$ cat src/rtl/cpu_pkg.sv
// Shared pipeline definitions: ALU control codes, ALUop and funct encodings,
// control-word bit positions and the ALU control decode.
package cpu_pkg;

  typedef enum logic [2:0] {
    ALU_AND = 3'b000,
    ALU_OR  = 3'b001,
    ALU_ADD = 3'b010,
    ALU_SLL = 3'b011,
    ALU_SUB = 3'b110,
    ALU_SLT = 3'b111
  } alu_ctl_e;

  typedef enum logic [1:0] {
    ALUOP_ADD   = 2'b00,
    ALUOP_SUB   = 2'b01,
    ALUOP_RTYPE = 2'b10,
    ALUOP_ORI   = 2'b11
  } aluop_e;

  localparam logic [5:0] FUNCT_SLL = 6'h00;
  localparam logic [5:0] FUNCT_ADD = 6'h20;
  localparam logic [5:0] FUNCT_SUB = 6'h22;
  localparam logic [5:0] FUNCT_AND = 6'h24;
  localparam logic [5:0] FUNCT_OR  = 6'h25;
  localparam logic [5:0] FUNCT_SLT = 6'h2A;

  // Bit positions in the 6-bit ID control word.
  localparam int CTRL_REGWRITE = 5;
  localparam int CTRL_MEMREAD  = 4;
  localparam int CTRL_MEMWRITE = 3;
  localparam int CTRL_MEMTOREG = 2;
  localparam int CTRL_ALUSRC   = 1;
  localparam int CTRL_REGDST   = 0;

  typedef struct packed {
    alu_ctl_e ctl;
    logic     valid;   // 0 for an unknown R-type funct; the write is suppressed
  } alu_dec_t;

  function automatic alu_dec_t alu_decode(input aluop_e aluop, input logic [5:0] funct);
    alu_dec_t res;
    res.ctl   = ALU_ADD;
    res.valid = 1'b1;
    case (aluop)
      ALUOP_ADD: res.ctl = ALU_ADD;
      ALUOP_SUB: res.ctl = ALU_SUB;
      ALUOP_ORI: res.ctl = ALU_OR;
      default: begin
        case (funct)
          FUNCT_ADD: res.ctl = ALU_ADD;
          FUNCT_SUB: res.ctl = ALU_SUB;
          FUNCT_AND: res.ctl = ALU_AND;
          FUNCT_OR:  res.ctl = ALU_OR;
          FUNCT_SLT: res.ctl = ALU_SLT;
          FUNCT_SLL: res.ctl = ALU_SLL;
          default:   res.valid = 1'b0;
        endcase
      end
    endcase
    return res;
  endfunction

endpackage

$ cat src/rtl/id_ex_stage_fwd_unit.sv
// Operand forwarding for one ALU source: EX/MEM beats MEM/WB beats the
// registered value; register 0 is never forwarded.
import cpu_pkg::*;

module fwd_unit #(
  parameter int DW = 32,
  parameter int RW = 5
) (
  input  logic [RW-1:0] idx,
  input  logic [DW-1:0] reg_data,
  input  logic [RW-1:0] exm_wreg,
  input  logic          exm_regwrite,
  input  logic [DW-1:0] exm_result,
  input  logic [RW-1:0] mwb_wreg,
  input  logic          mwb_regwrite,
  input  logic [DW-1:0] mwb_wdata,
  output logic [DW-1:0] data
);

  always_comb begin
    data = reg_data;
    if (exm_regwrite && exm_wreg != '0 && exm_wreg == idx)
      data = exm_result;
    else if (mwb_regwrite && mwb_wreg != '0 && mwb_wreg == idx)
      data = mwb_wdata;
  end

endmodule

$ cat src/rtl/id_ex_stage.sv
// ID/EX pipeline register with ALU control decode, operand forwarding and
// load-use stall. Define ID_EX_FWD_EN to enable forwarding; otherwise every
// RAW dependency stalls until the producer has written back.
import cpu_pkg::*;

module id_ex_stage #(
  parameter int DW = 32,
  parameter int RW = 5
) (
  input  logic          clk,
  input  logic          rst_n,
  input  logic [DW-1:0] id_rs_data,
  input  logic [DW-1:0] id_rt_data,
  input  logic [DW-1:0] id_imm,
  input  logic [RW-1:0] id_rs,
  input  logic [RW-1:0] id_rt,
  input  logic [RW-1:0] id_rd,
  input  logic [4:0]    id_shamt,
  input  logic [5:0]    id_funct,
  input  logic [1:0]    id_aluop,
  input  logic [5:0]    id_ctrl,
  input  logic          flush,
  input  logic [RW-1:0] exm_wreg,
  input  logic          exm_regwrite,
  input  logic [DW-1:0] exm_result,
  input  logic [RW-1:0] mwb_wreg,
  input  logic          mwb_regwrite,
  input  logic [DW-1:0] mwb_wdata,
  output logic          stall,
  output logic [DW-1:0] alu_dataA,
  output logic [DW-1:0] alu_dataB,
  output logic [2:0]    alu_ctl,
  output logic [4:0]    alu_shamt,
  output logic [DW-1:0] ex_store_data,
  output logic [RW-1:0] ex_wreg,
  output logic [3:0]    ex_ctrl
);

  typedef struct packed {
    logic [DW-1:0] rs_data;
    logic [DW-1:0] rt_data;
    logic [DW-1:0] imm;
    logic [RW-1:0] rs;
    logic [RW-1:0] rt;
    logic [RW-1:0] rd;
    logic [4:0]    shamt;
    logic [2:0]    alu_ctl;
    logic [5:0]    ctrl;
  } idex_t;

  // Reset value and bubble are the same NOP.
  localparam idex_t IDEX_NOP = '{alu_ctl: ALU_ADD, default: '0};

  idex_t    idex_q, idex_d;
  alu_dec_t dec;
  logic     load_use, raw_hazard, stall_raw, bubble;

  assign load_use = idex_q.ctrl[CTRL_MEMREAD] && idex_q.rt != '0 &&
                    (idex_q.rt == id_rs || idex_q.rt == id_rt);
  assign stall_raw = load_use | raw_hazard;
  assign bubble    = flush | stall_raw;
  assign stall     = stall_raw & ~flush;

  always_comb begin
    dec    = alu_decode(aluop_e'(id_aluop), id_funct);
    idex_d = '{rs_data: id_rs_data, rt_data: id_rt_data, imm: id_imm,
               rs: id_rs, rt: id_rt, rd: id_rd, shamt: id_shamt,
               alu_ctl: dec.ctl, ctrl: id_ctrl};
    idex_d.ctrl[CTRL_REGWRITE] = id_ctrl[CTRL_REGWRITE] & dec.valid;
    if (bubble)
      idex_d = IDEX_NOP;
  end

  // NOTE: the asynchronous reset lives in the sensitivity list, and all state
  // updates use <= so every register samples pre-edge values.
  always_ff @(posedge clk or negedge rst_n) begin
    if (!rst_n)
      idex_q <= IDEX_NOP;
    else
      idex_q <= idex_d;
  end

  logic [DW-1:0] fwd_a, fwd_b;

`ifdef ID_EX_FWD_EN
  fwd_unit #(.DW(DW), .RW(RW)) u_fwd_a (
    .idx(idex_q.rs), .reg_data(idex_q.rs_data),
    .exm_wreg(exm_wreg), .exm_regwrite(exm_regwrite), .exm_result(exm_result),
    .mwb_wreg(mwb_wreg), .mwb_regwrite(mwb_regwrite), .mwb_wdata(mwb_wdata),
    .data(fwd_a)
  );

  fwd_unit #(.DW(DW), .RW(RW)) u_fwd_b (
    .idx(idex_q.rt), .reg_data(idex_q.rt_data),
    .exm_wreg(exm_wreg), .exm_regwrite(exm_regwrite), .exm_result(exm_result),
    .mwb_wreg(mwb_wreg), .mwb_regwrite(mwb_regwrite), .mwb_wdata(mwb_wdata),
    .data(fwd_b)
  );

  assign raw_hazard = 1'b0;
`else
  logic rs_busy, rt_busy, unused_fwd;

  // Without forwarding, any pending writer of a source register holds ID.
  assign rs_busy = id_rs != '0 &&
                   ((idex_q.ctrl[CTRL_REGWRITE] && id_rs == ex_wreg) ||
                    (exm_regwrite && id_rs == exm_wreg) ||
                    (mwb_regwrite && id_rs == mwb_wreg));
  assign rt_busy = id_rt != '0 &&
                   ((idex_q.ctrl[CTRL_REGWRITE] && id_rt == ex_wreg) ||
                    (exm_regwrite && id_rt == exm_wreg) ||
                    (mwb_regwrite && id_rt == mwb_wreg));
  assign raw_hazard = rs_busy | rt_busy;

  assign fwd_a      = idex_q.rs_data;
  assign fwd_b      = idex_q.rt_data;
  assign unused_fwd = ^{exm_result, mwb_wdata, idex_q.rs};
`endif

  assign alu_dataA     = fwd_a;
  assign alu_dataB     = idex_q.ctrl[CTRL_ALUSRC] ? idex_q.imm : fwd_b;
  assign ex_store_data = fwd_b;
  assign alu_ctl       = idex_q.alu_ctl;
  assign alu_shamt     = idex_q.shamt;
  assign ex_wreg       = idex_q.ctrl[CTRL_REGDST] ? idex_q.rd : idex_q.rt;
  assign ex_ctrl       = idex_q.ctrl[5:2];

endmodule

$ cat config.mk
export PLATFORM = sky130hd
export DESIGN_NAME = id_ex_stage
export DESIGN_NICKNAME = d
export VERILOG_FILES = /design/src/rtl/cpu_pkg.sv /design/src/rtl/id_ex_stage_fwd_unit.sv /design/src/rtl/id_ex_stage.sv
export SDC_FILE = /design/constraint.sdc
export NUM_CORES = 1
export LEC_CHECK = 0
export BUFFER_PORTS_ARGS = -buffer_cell sky130_fd_sc_hd__buf_2
export CORE_AREA = 2 2 127 129
export CTS_CLUSTER_SIZE = 14
export DETAILED_ROUTE_END_ITERATION = 12
export DIE_AREA = 0 0 129 131
export PLACE_DENSITY = 0.76
export SYNTH_ARGS = -nofsm -noshare
export SYNTH_HDL_FRONTEND = slang
export SYNTH_SLANG_ARGS = --single-unit
$ cat constraint.sdc
create_clock -name clk -period 4.5 [get_ports clk]
set_input_delay 1.35 -clock clk [delete_from_list [all_inputs] [get_ports clk]]
set_output_delay 1.35 -clock clk [all_outputs]
set_load 0.02 [all_outputs]
==> summary.txt, run 1 <==
Final layout
  – Area growth syn-to-layout: 25.4%
  – Ant diodes: 0
  – Fin cells: around 900
  – Share of cells above drive strength 1: 50.0%
  – Fillcell total: 1,471
  – NumNets Final: 856

Place
  – Placed insts: 844
  – IO buf count: 258
  – Placer Congestion: between 0.8 and 0.9
  – Post-DP HPWL: just over 9000 um

Logic synthesis
  – Average cell area after synthesis: approximately 12 um^2
  – Most frequent cells after synthesis: 119 x dfrtp_1, 116 x nor3b_1, 77 x buf_4
  – Mapped Area: 5740 um^2
  – FFs w/ async S/R, synth: between 90% and 100%
  – Synth Net Count: 690
  – Mux cell area share after synthesis: between 7 and 8%
  – Post-synth EDFFs: 0
  – Primary FF master, synth: dfrtp_1
  – Area share of the largest cell type after synthesis: about half
  – Syn Inst Count: about 480
  – Count leader, synth: dfrtp_1
  – Adder-cell share of the synthesized area: 0%
  – Post-synthesis register bit count: 120
  – Post-synthesis sequential area ratio: between 50% and 60%
  – Complex-gate fraction of the synthesized area: 1.50%
  – Cell variety after synth: 32
  – YS warnings: 0
  – Post-synth top area cell: dfrtp_1
  – Largest cells by area after synthesis: dfrtp_1 52%, nor3b_1 15%, buf_4 10%
  – Post-synthesis simple-gate area fraction: a little under a fifth
  – Post-Synth XOR/XNOR Area: around 6%
  – Largest family of logic cells by synthesized area: simple AND/OR/NAND/NOR gates

Global route
  – Largest net degree at the start of global routing: 72
  – First-pass GRT wire length: just over 20,000 um
  – Grt ovf: 0
  – Initial antenna violation count: 0
  – Gr usage total: 15.7%
  – Number of global-route vias before repair: between 4,000 and 5,000

Outcome
  – Status: finished, final reports clean

Power and ir drop
  – VDD IR max: between 200 and 300 uV
  – Cell Pwr Density: ~440 nW/um^2
  – Leakage: ~0.0036 uW

Detailed routing
  – Wire per inst: approximately 15 um
  – Iter 0 DRT Violations: approximately 140
  – Vias: approximately 4,000
  – Detail Route Antenna Nets: 0
  – Post-route DRC: 0
  – DR pass1 iterations: 4
  – WL final: ~13,000 um
  – Vias per inst: ~4.6

STA
  – Worst Clk Skew: around 15 ps
  – Final setup viols: 0
  – Worst slew margin: just over 50%
  – F_max: approximately 250 MHz
  – Final period utilization: 89.6%
  – Final Max Slew Viols: 0
  – Fin Hold WS: ~970 ps
  – Fin Setup TNS: 0 ps
  – Final-report hold violation count: 0
  – Final min period: 4030 ps
  – Worst Tran Pin Value: around 740 ps
  – RSZ-0062 raised after global routing: false

Worst setup path
  – Critical Path Most Common Cell: buf_2
  – Critical Setup Path Class: input port to output pin
  – Critical-path cell list: buf_2, xnor2_1, nor4_1, a31oi_1, o221ai_4, nor2b_1, buf_2
  – Req. time, crit path: between 3000 and 4000 ps
  – Slowest cell on the critical path: nor4_1
  – Critical Path Start Type: input port
  – Crit end category: output pin
  – Register-to-Register Path Depth: 8
  – Worst endpoint data arrival time: around 2700 ps
  – CP peak stage delay: 300 ps
  – Worst R2R Setup Slack: about 1200 ps
  – FF-to-FF End: alu_dataA[22]$_DFF_PN0_
  – Critical R2R Launch: idex_q[0]$_DFF_PN0_
  – Critical Path Fanout Max: 5

Clock network
  – CTS H-Tree Depth: 4
  – CTS Buf Count: 17
  – Hold-fix buffers, CTS: 0
  – Clk root buf: clkbuf_16
  – Cts repair resizes: 0
  – CTS Buffer Depth: 2
  – Clock slew at reported path FFs: approximately 60 ps
  – Number of clock sinks: between 100 and 150
  – Clk_lat worst skew: 410 ps
  – Setup Fix Bufs, Post-CTS: 0
  – CTS tree: yes

Floorplanning
  – Num ports: 323
  – Die Area: approximately 17,000 um^2
  – Chip height: approximately 130 um
  – Initial Utilization: around 37%
  – Core ar.: 15,600 um^2
  – Die Wd: approximately 130 um
  – FP Rows: between 40 and 50

Run
  – Maxcap violations: 0

Min path
  – Hold Path Class: input port to async pin
-- where the power goes --
part           total (uW)  internal, uW  switching, uW  leakage, uW
Combinational         504           206            297      0.00171
Clock                1450           948            500     0.000300
Sequential           1180          1160           28.8      0.00156
-- kinds of logic after synthesis --
kind of cell              count (synthesis)
buffers and inverters                   124
and+or+nand+nor                         148
muxes                                    37
DFF                                     120
xor gates and xnor gates                 40
AOI/OAI and AO/OA                        12
-- registers in the layout, indices dropped and copies added (netlist names) --
| name | flops |
|---|---|
| alu_dataA | 32 |
| idex_q | 44 |
| alu_ctl | 3 |
| alu_shamt | 5 |
| ex_store_data | 32 |
| ex_ctrl | 4 |
-- routing by layer --
| metal | vias up | routed length, um | track usage [%] |
|---|---|---|---|
| met5 | - | 0 | 0 |
| met2 | 164 | 6810 | 26.6 |
| met4 | 0 | 242 | 6.46 |
| li1 | 1886 | - | - |
| met3 | 21 | 891 | 5.62 |
| met1 | 1952 | 5320 | 18.2 |
-- worst max-delay path by stage --
| stage | start | to |
|---|---|---|
| CTS | id_rs[3] | stall |
| floorplan | id_rs[3] | stall |
| finish | id_rs[3] | stall |
| global route | id_rt[2] | stall |
| global placement | id_rs[3] | stall |
| detailed placement | id_rt[1] | stall |
-- cell usage in the layout (no fill, tap or decap), types with 2 or more instances in the layout --
master / count
a21oi_1: 3
a31oi_1: 2
buf_2: 256
buf_4: 7
bufinv_16: 4
clkbuf_16: 17
clkinv_4: 4
clkinvlp_4: 3
dfrtp_1: 119
inv_1: 7
inv_6: 2
mux2_2: 32
mux2i_1: 4
nand2_1: 6
nand3_1: 5
nand4_1: 4
nor2_1: 2
nor3_1: 6
nor3b_1: 116
nor4_1: 2
o22ai_1: 2
or4_1: 4
xnor2_1: 34
xor2_1: 6
-- metrics by stage --
step	area, um^2	utilization [%]	setup WS, ps	power [uW]
finish	7200	46.2	469	3140
global route	7200	46.2	376	3270
CTS	7200	46.2	441	3170
detailed placement	6560	42.1	460	1710
global placement	6560	42.1	452	1710
floorplan	5740	-	292	1590
-- critical path, delay by kind of cell --
kind / cells / cell delay [ps]
xor+xnor: 1 / 140
simple gates: 2 / 460
buf+inv: 2 / 330
compound gates: 2 / 400
-- cell type report --
class / instances / area (um^2) / share of cell area [%]
clock inverters: 13 / 195 / 2.71
multi-input cells: 237 / 1910 / 26.5
repair buffers: 264 / 1350 / 18.8
clock buffers: 19 / 443 / 6.15
inverters: 7 / 26.3 / 0.365
well taps: 216 / 270 / 3.75
flip-flops and latches: 120 / 3000 / 41.7
No activity file was read; power rests on OpenSTA's default activity.
==> run 2: changes to the inputs <==
- RECOVER_POWER: not set -> 25
==> summary.txt, run 2 (synthesized netlist as in run 1, its figures left out) <==
Detailed routing
  – Vias: between 4,000 and 5,000
  – Post-route DRC: 0
  – DR pass1 iterations: 4
  – Detail Route Antenna Nets: 0
  – Iter 0 DRT Violations: 141
  – WL final: ~13,000 um
  – Vias per inst: approximately 4.6
  – Wire per inst: around 15 um

STA
  – Final-report hold violation count: 0
  – Worst Clk Skew: approximately 14 ps
  – Final setup viols: 0
  – Worst Tran Pin Value: 2880 ps
  – Worst slew margin: -92.0%
  – F_max: ~250 MHz
  – RSZ-0062 raised after global routing: false
  – Final period utilization: approximately 90%
  – Final Max Slew Viols: 52
  – Fin Setup TNS: 0 ps
  – Fin Hold WS: around 1200 ps
  – Final min period: roughly 4000 ps

Clock network
  – Clk root buf: clkbuf_16
  – CTS H-Tree Depth: 4
  – Hold-fix buffers, CTS: 0
  – Cts repair resizes: 0
  – Setup Fix Bufs, Post-CTS: 0
  – Number of clock sinks: 120
  – CTS Buffer Depth: 2
  – Clk_lat worst skew: ~400 ps
  – CTS tree: yes
  – Clock slew at reported path FFs: about 60 ps
  – CTS Buf Count: 17

Place
  – Post-DP HPWL: about 9300 um
  – Dpl cell area: between 6000 and 7000 um^2
  – IO buf count: roughly 260
  – Placed insts: approximately 840
  – Placer Congestion: between 0.8 and 0.9

Global route
  – Met2 Use GR: about a quarter
  – Top Usage Layer GRT: met2
  – M1 GR Usage: 18.2%
  – First-pass GRT wire length: between 20,000 and 25,000 um
  – Met3 Usage GRT: between 5 and 6%
  – Grt ovf: 0
  – Initial antenna violation count: 0
  – Gr usage total: between 10% and 20%
  – Largest net degree at the start of global routing: between 70 and 80
  – Number of global-route vias before repair: 4,084

Floorplanning
  – FP Rows: 46
  – Chip height: 131 um
  – Die Area: roughly 17,000 um^2
  – Core ar.: ~16,000 um^2
  – Die Wd: between 100 and 150 um
  – Num ports: 323
  – Initial Utilization: between 30% and 40%

Worst setup path
  – Critical Setup Path Class: input port to output pin
  – Critical R2R Launch: idex_q[0]$_DFF_PN0_
  – Critical Path Fanout Max: 5
  – Crit end category: output pin
  – Register-to-Register Path Depth: 8
  – Req. time, crit path: 3150 ps
  – FF-to-FF End: alu_dataA[22]$_DFF_PN0_
  – Worst R2R Setup Slack: about 1200 ps
  – Worst endpoint data arrival time: ~2700 ps
  – Critical Path Start Type: input port

Power and ir drop
  – VDD IR max: about 250 uV
  – Leakage: 0.00357 uW
  – Cell Pwr Density: 436 nW/um^2

Min path
  – Min-delay src: id_ctrl[5]
  – Hold endpoint: ex_ctrl[3]$_DFF_PN0_
  – WHS Path Cells: 3
  – Hold Path Class: input port to flip-flop

Final layout
  – Max reg flops: 44
  – Finished Cell Area: 7200 um^2
  – Most flops, register: idex_q
  – Fillcell total: between 1,000 and 1,500
  – Most common cell after layout, fill and taps aside: buf_2
  – Fin cells: about 900
  – NumNets Final: about 860
  – Area growth syn-to-layout: 25.4%
  – Most frequent cells in the layout: 256 x buf_2, 119 x dfrtp_1, 116 x nor3b_1
  – Ant diodes: 0
  – Share of cells above drive strength 1: about half

Run
  – Maxcap violations: 1

Outcome
  – Status: finished, violations left
  – Failing checks: capacitance limit, slew limit
run 2: cell types whose count changed in the layout (fill, tap and decap cells not counted):
cell      previous run  this run
buf_4                7         6
clkbuf_1             1         2
run 2: worst max path at each step:
| stage | slack, ps | cells past startpoint | endpoint | from |
|---|---|---|---|---|
| 5_1_grt | 380 | 7 | stall | id_rt[2] |
| 3_5_place_dp | 460 | 6 | stall | id_rt[1] |
| 3_3_place_gp | 450 | 7 | stall | id_rs[3] |
| 6_report | 470 | 7 | stall | id_rs[3] |
| 2_1_floorplan | 290 | 7 | stall | id_rs[3] |
| 4_1_cts | 440 | 7 | stall | id_rs[3] |
run 2: cell type report:
type | count | area (um^2) | area share (%)
Tap cell | 216 | 270 | 3.76
Multi-Input combinational cell | 237 | 1910 | 26.5
Inverter | 7 | 26.3 | 0.365
Clock buffer | 19 | 443 | 6.16
Clock inverter | 13 | 195 | 2.71
Sequential cell | 120 | 3000 | 41.7
Timing Repair Buffer | 264 | 1350 | 18.8
run 2: layer usage:
| metal | share of wire, % | routed length [um] |
|---|---|---|
| met2 | 51 | 6800 |
| met4 | 1.9 | 250 |
| met1 | 40 | 5310 |
| met3 | 7.0 | 924 |
| met5 | 0 | 0 |
run 2: critical path, cell delays in order:
cell	delay, ps
buf_2	150
xnor2_1	140
nor4_1	300
a31oi_1	170
o221ai_4	230
nor2b_1	160
buf_2	180
run 2: where the power goes:
group          switching, uW  internal [uW]  leakage [uW]
Sequential              28.8           1160       0.00156
Combinational            297            206       0.00171
Clock                    499            948      0.000300
run 2: through the flow:
step | total power [uW] | setup WS [ps] | util (%)
after CTS | 3170 | 441 | 46.2
after global routing | 3270 | 376 | 46.1
final | 3140 | 469 | 46.1
after global placement | 1710 | 452 | 42.1
after floorplan | 1590 | 292 | -
after detailed placement | 1710 | 460 | 42.1
==> run 3: changes to the inputs <==
==> constraint.sdc (replaced) <==
create_clock -name clk -period 4.5 [get_ports clk]
set_input_delay 0.9 -clock clk [delete_from_list [all_inputs] [get_ports clk]]
set_output_delay 0.9 -clock clk [all_outputs]
set_load 0.02 [all_outputs]
==> summary.txt, run 3 (synthesized netlist as in run 1, its figures left out) <==
Outcome
  – Status: finished, violations left
  – Failing checks: capacitance limit, slew limit

Place
  – Placer Congestion: 0.810
  – Setup Slack @ Placement: ~1300 ps
  – Placed insts: between 800 and 900
  – IO buf count: around 260
  – Dpl cell area: between 6000 and 7000 um^2
  – Post-DP HPWL: 9310 um

Global route
  – Initial antenna violation count: 0
  – Largest net degree at the start of global routing: 121
  – First-pass GRT wire length: 20,400 um
  – Gr usage total: 15.7%
  – Grt ovf: 0
  – Number of global-route vias before repair: between 4,000 and 5,000

STA
  – Worst Tran Pin Value: 2480 ps
  – Final-report hold violation count: 0
  – RSZ-0062 raised after global routing: false
  – Final setup viols: 0
  – Worst slew margin: -65.5%
  – Fin Hold WS: 729 ps
  – F_max: between 200 and 300 MHz
  – Worst Clk Skew: 9.43 ps
  – Final period utilization: about three quarters
  – Fin Setup TNS: 0 ps
  – Final min period: about 3400 ps
  – Worst Setup Slack, final: 1060 ps
  – Final Max Slew Viols: 49

Final layout
  – Ant diodes: 0
  – Finished Cell Area: 7200 um^2
  – Most frequent cells in the layout: 256 x buf_2, 119 x dfrtp_1, 116 x nor3b_1
  – Area growth syn-to-layout: 25.4%
  – Max reg flops: 44
  – Most flops, register: idex_q
  – Share of cells above drive strength 1: 49.7%
  – NumNets Final: 855
  – Fin cells: 874
  – Most common cell after layout, fill and taps aside: buf_2

Floorplanning
  – Die Wd: around 130 um
  – Chip height: roughly 130 um
  – Die Area: approximately 17,000 um^2
  – Initial Utilization: ~37%
  – Num ports: between 300 and 400
  – FP Rows: 46
  – Core ar.: roughly 16,000 um^2

Worst setup path
  – Critical Path Fanout Max: 5
  – Crit path buffers/inverters: 1
  – Worst path top cell family by delay: flip-flops
  – Critical R2R Launch: idex_q[0]$_DFF_PN0_
  – Crit end category: output pin
  – CP peak stage delay: 480 ps
  – Worst endpoint data arrival time: between 2000 and 3000 ps
  – Req. time, crit path: ~3600 ps
  – Critical-path cell list: mux2i_1, xnor2_1, nor4_1, a31oi_1, o221ai_4, nor2b_1, buf_2
  – Critical Path Start Type: flip-flop
  – Slowest cell on the critical path: dfrtp_1
  – Crit path from: idex_q[0]$_DFF_PN0_
  – Critical Setup Path Class: flip-flop to output pin

Detailed routing
  – Post-route DRC: 0
  – Iter 0 DRT Violations: 120
  – Top routing layer in use: met4
  – Vias per inst: ~4.5
  – Met3 wire length: about 900 um
  – Detail Route Antenna Nets: 0
  – Routed length on met2: between 6000 and 7000 um
  – Met1 WL: around 5200 um
  – Vias: 3,969
  – DR pass1 iterations: 4
  – Wire per inst: 15.2 um
  – WL final: between 10,000 and 15,000 um

Power and ir drop
  – Clock power share: between 40% and 50%
  – Internal power: about 2400 uW
  – Leakage: 0.00357 uW
  – Combinational power share: around 16%
  – Sw Ratio: about 25%
  – VDD IR max: between 200 and 300 uV
  – Flop pwr share: a little under two fifths
  – Cell Pwr Density: about 440 nW/um^2
  – NetSw: around 800 uW

Clock network
  – Setup Fix Bufs, Post-CTS: 0
  – CTS tree: yes
  – Clk_lat worst skew: 400 ps
  – CTS H-Tree Depth: 4
  – Number of clock sinks: 120
  – Hold-fix buffers, CTS: 0
  – CTS Buffer Depth: 2
  – Clock slew at reported path FFs: about 50 ps
  – Cts repair resizes: 0
  – Clk root buf: clkbuf_16
  – CTS Buf Count: 17

Min path
  – Hold Path Class: input port to flip-flop
  – Min-delay src: id_ctrl[5]

Run
  – Maxcap violations: 1
## run 3: cell types whose count changed in the layout (fill, tap and decap cells not counted), sizes merged
cell	previous run	this run
clkbuf	20	23
buf	263	260
clkinvlp	3	2
bufinv	4	5
inv	9	7
## run 3: cell type report
type | count | area, um^2
Fill cell | 1495 | 8400
Sequential cell | 120 | 3000
Multi-Input combinational cell | 237 | 1910
Timing Repair Buffer | 263 | 1340
Clock buffer | 20 | 457
Tap cell | 216 | 270
Clock inverter | 11 | 196
Inverter | 7 | 26.3
## run 3: power groups by stage
stage,sequential (uW),clock (uW),combinational (uW)
6_report,1190,1480,502
5_1_grt,1190,1570,548
4_1_cts,1190,1520,511
3_5_place_dp,1210,0,509
3_3_place_gp,1200,0,504
2_1_floorplan,1200,0,395
## run 3: worst paths after layout
check,endpoint,slack [ps],depth (start not counted)
max in group asynchronous,idex_q[20]$_DFF_PN0_,1250,2
worst min register to register,idex_q[19]$_DFF_PN0_,1230,4
min in group asynchronous,alu_dataA[18]$_DFF_PN0_,1260,1
worst min-delay path,ex_ctrl[3]$_DFF_PN0_,730,3
worst max register to register,ex_store_data[24]$_DFF_PN0_,1920,7
worst max-delay path,stall,1060,7
## run 3: worst reg2reg max path, stage by stage, from the launching register on
cell      delay [ps]
dfrtp_1          480
mux2i_1          420
xnor2_1          110
nor4_1           320
a31oi_1          190
o221ai_4         260
buf_12           440
nor3b_1          200
## run 3: metrics by stage
stage               total power [uW]  utilization, %
CTS                             3220            46.2
floorplan                       1590               -
global route                    3310            46.1
detailed placement              1710            42.0
finish                          3170            46.1
global placement                1710            42.0
## run 3: routing by layer
metal / vias up / global-route usage, %
met4: 0 / 5.82
met3: 14 / 6.27
met5: - / 0
met1: 1923 / 17.2
met2: 150 / 27.6
li1: 1882 / -
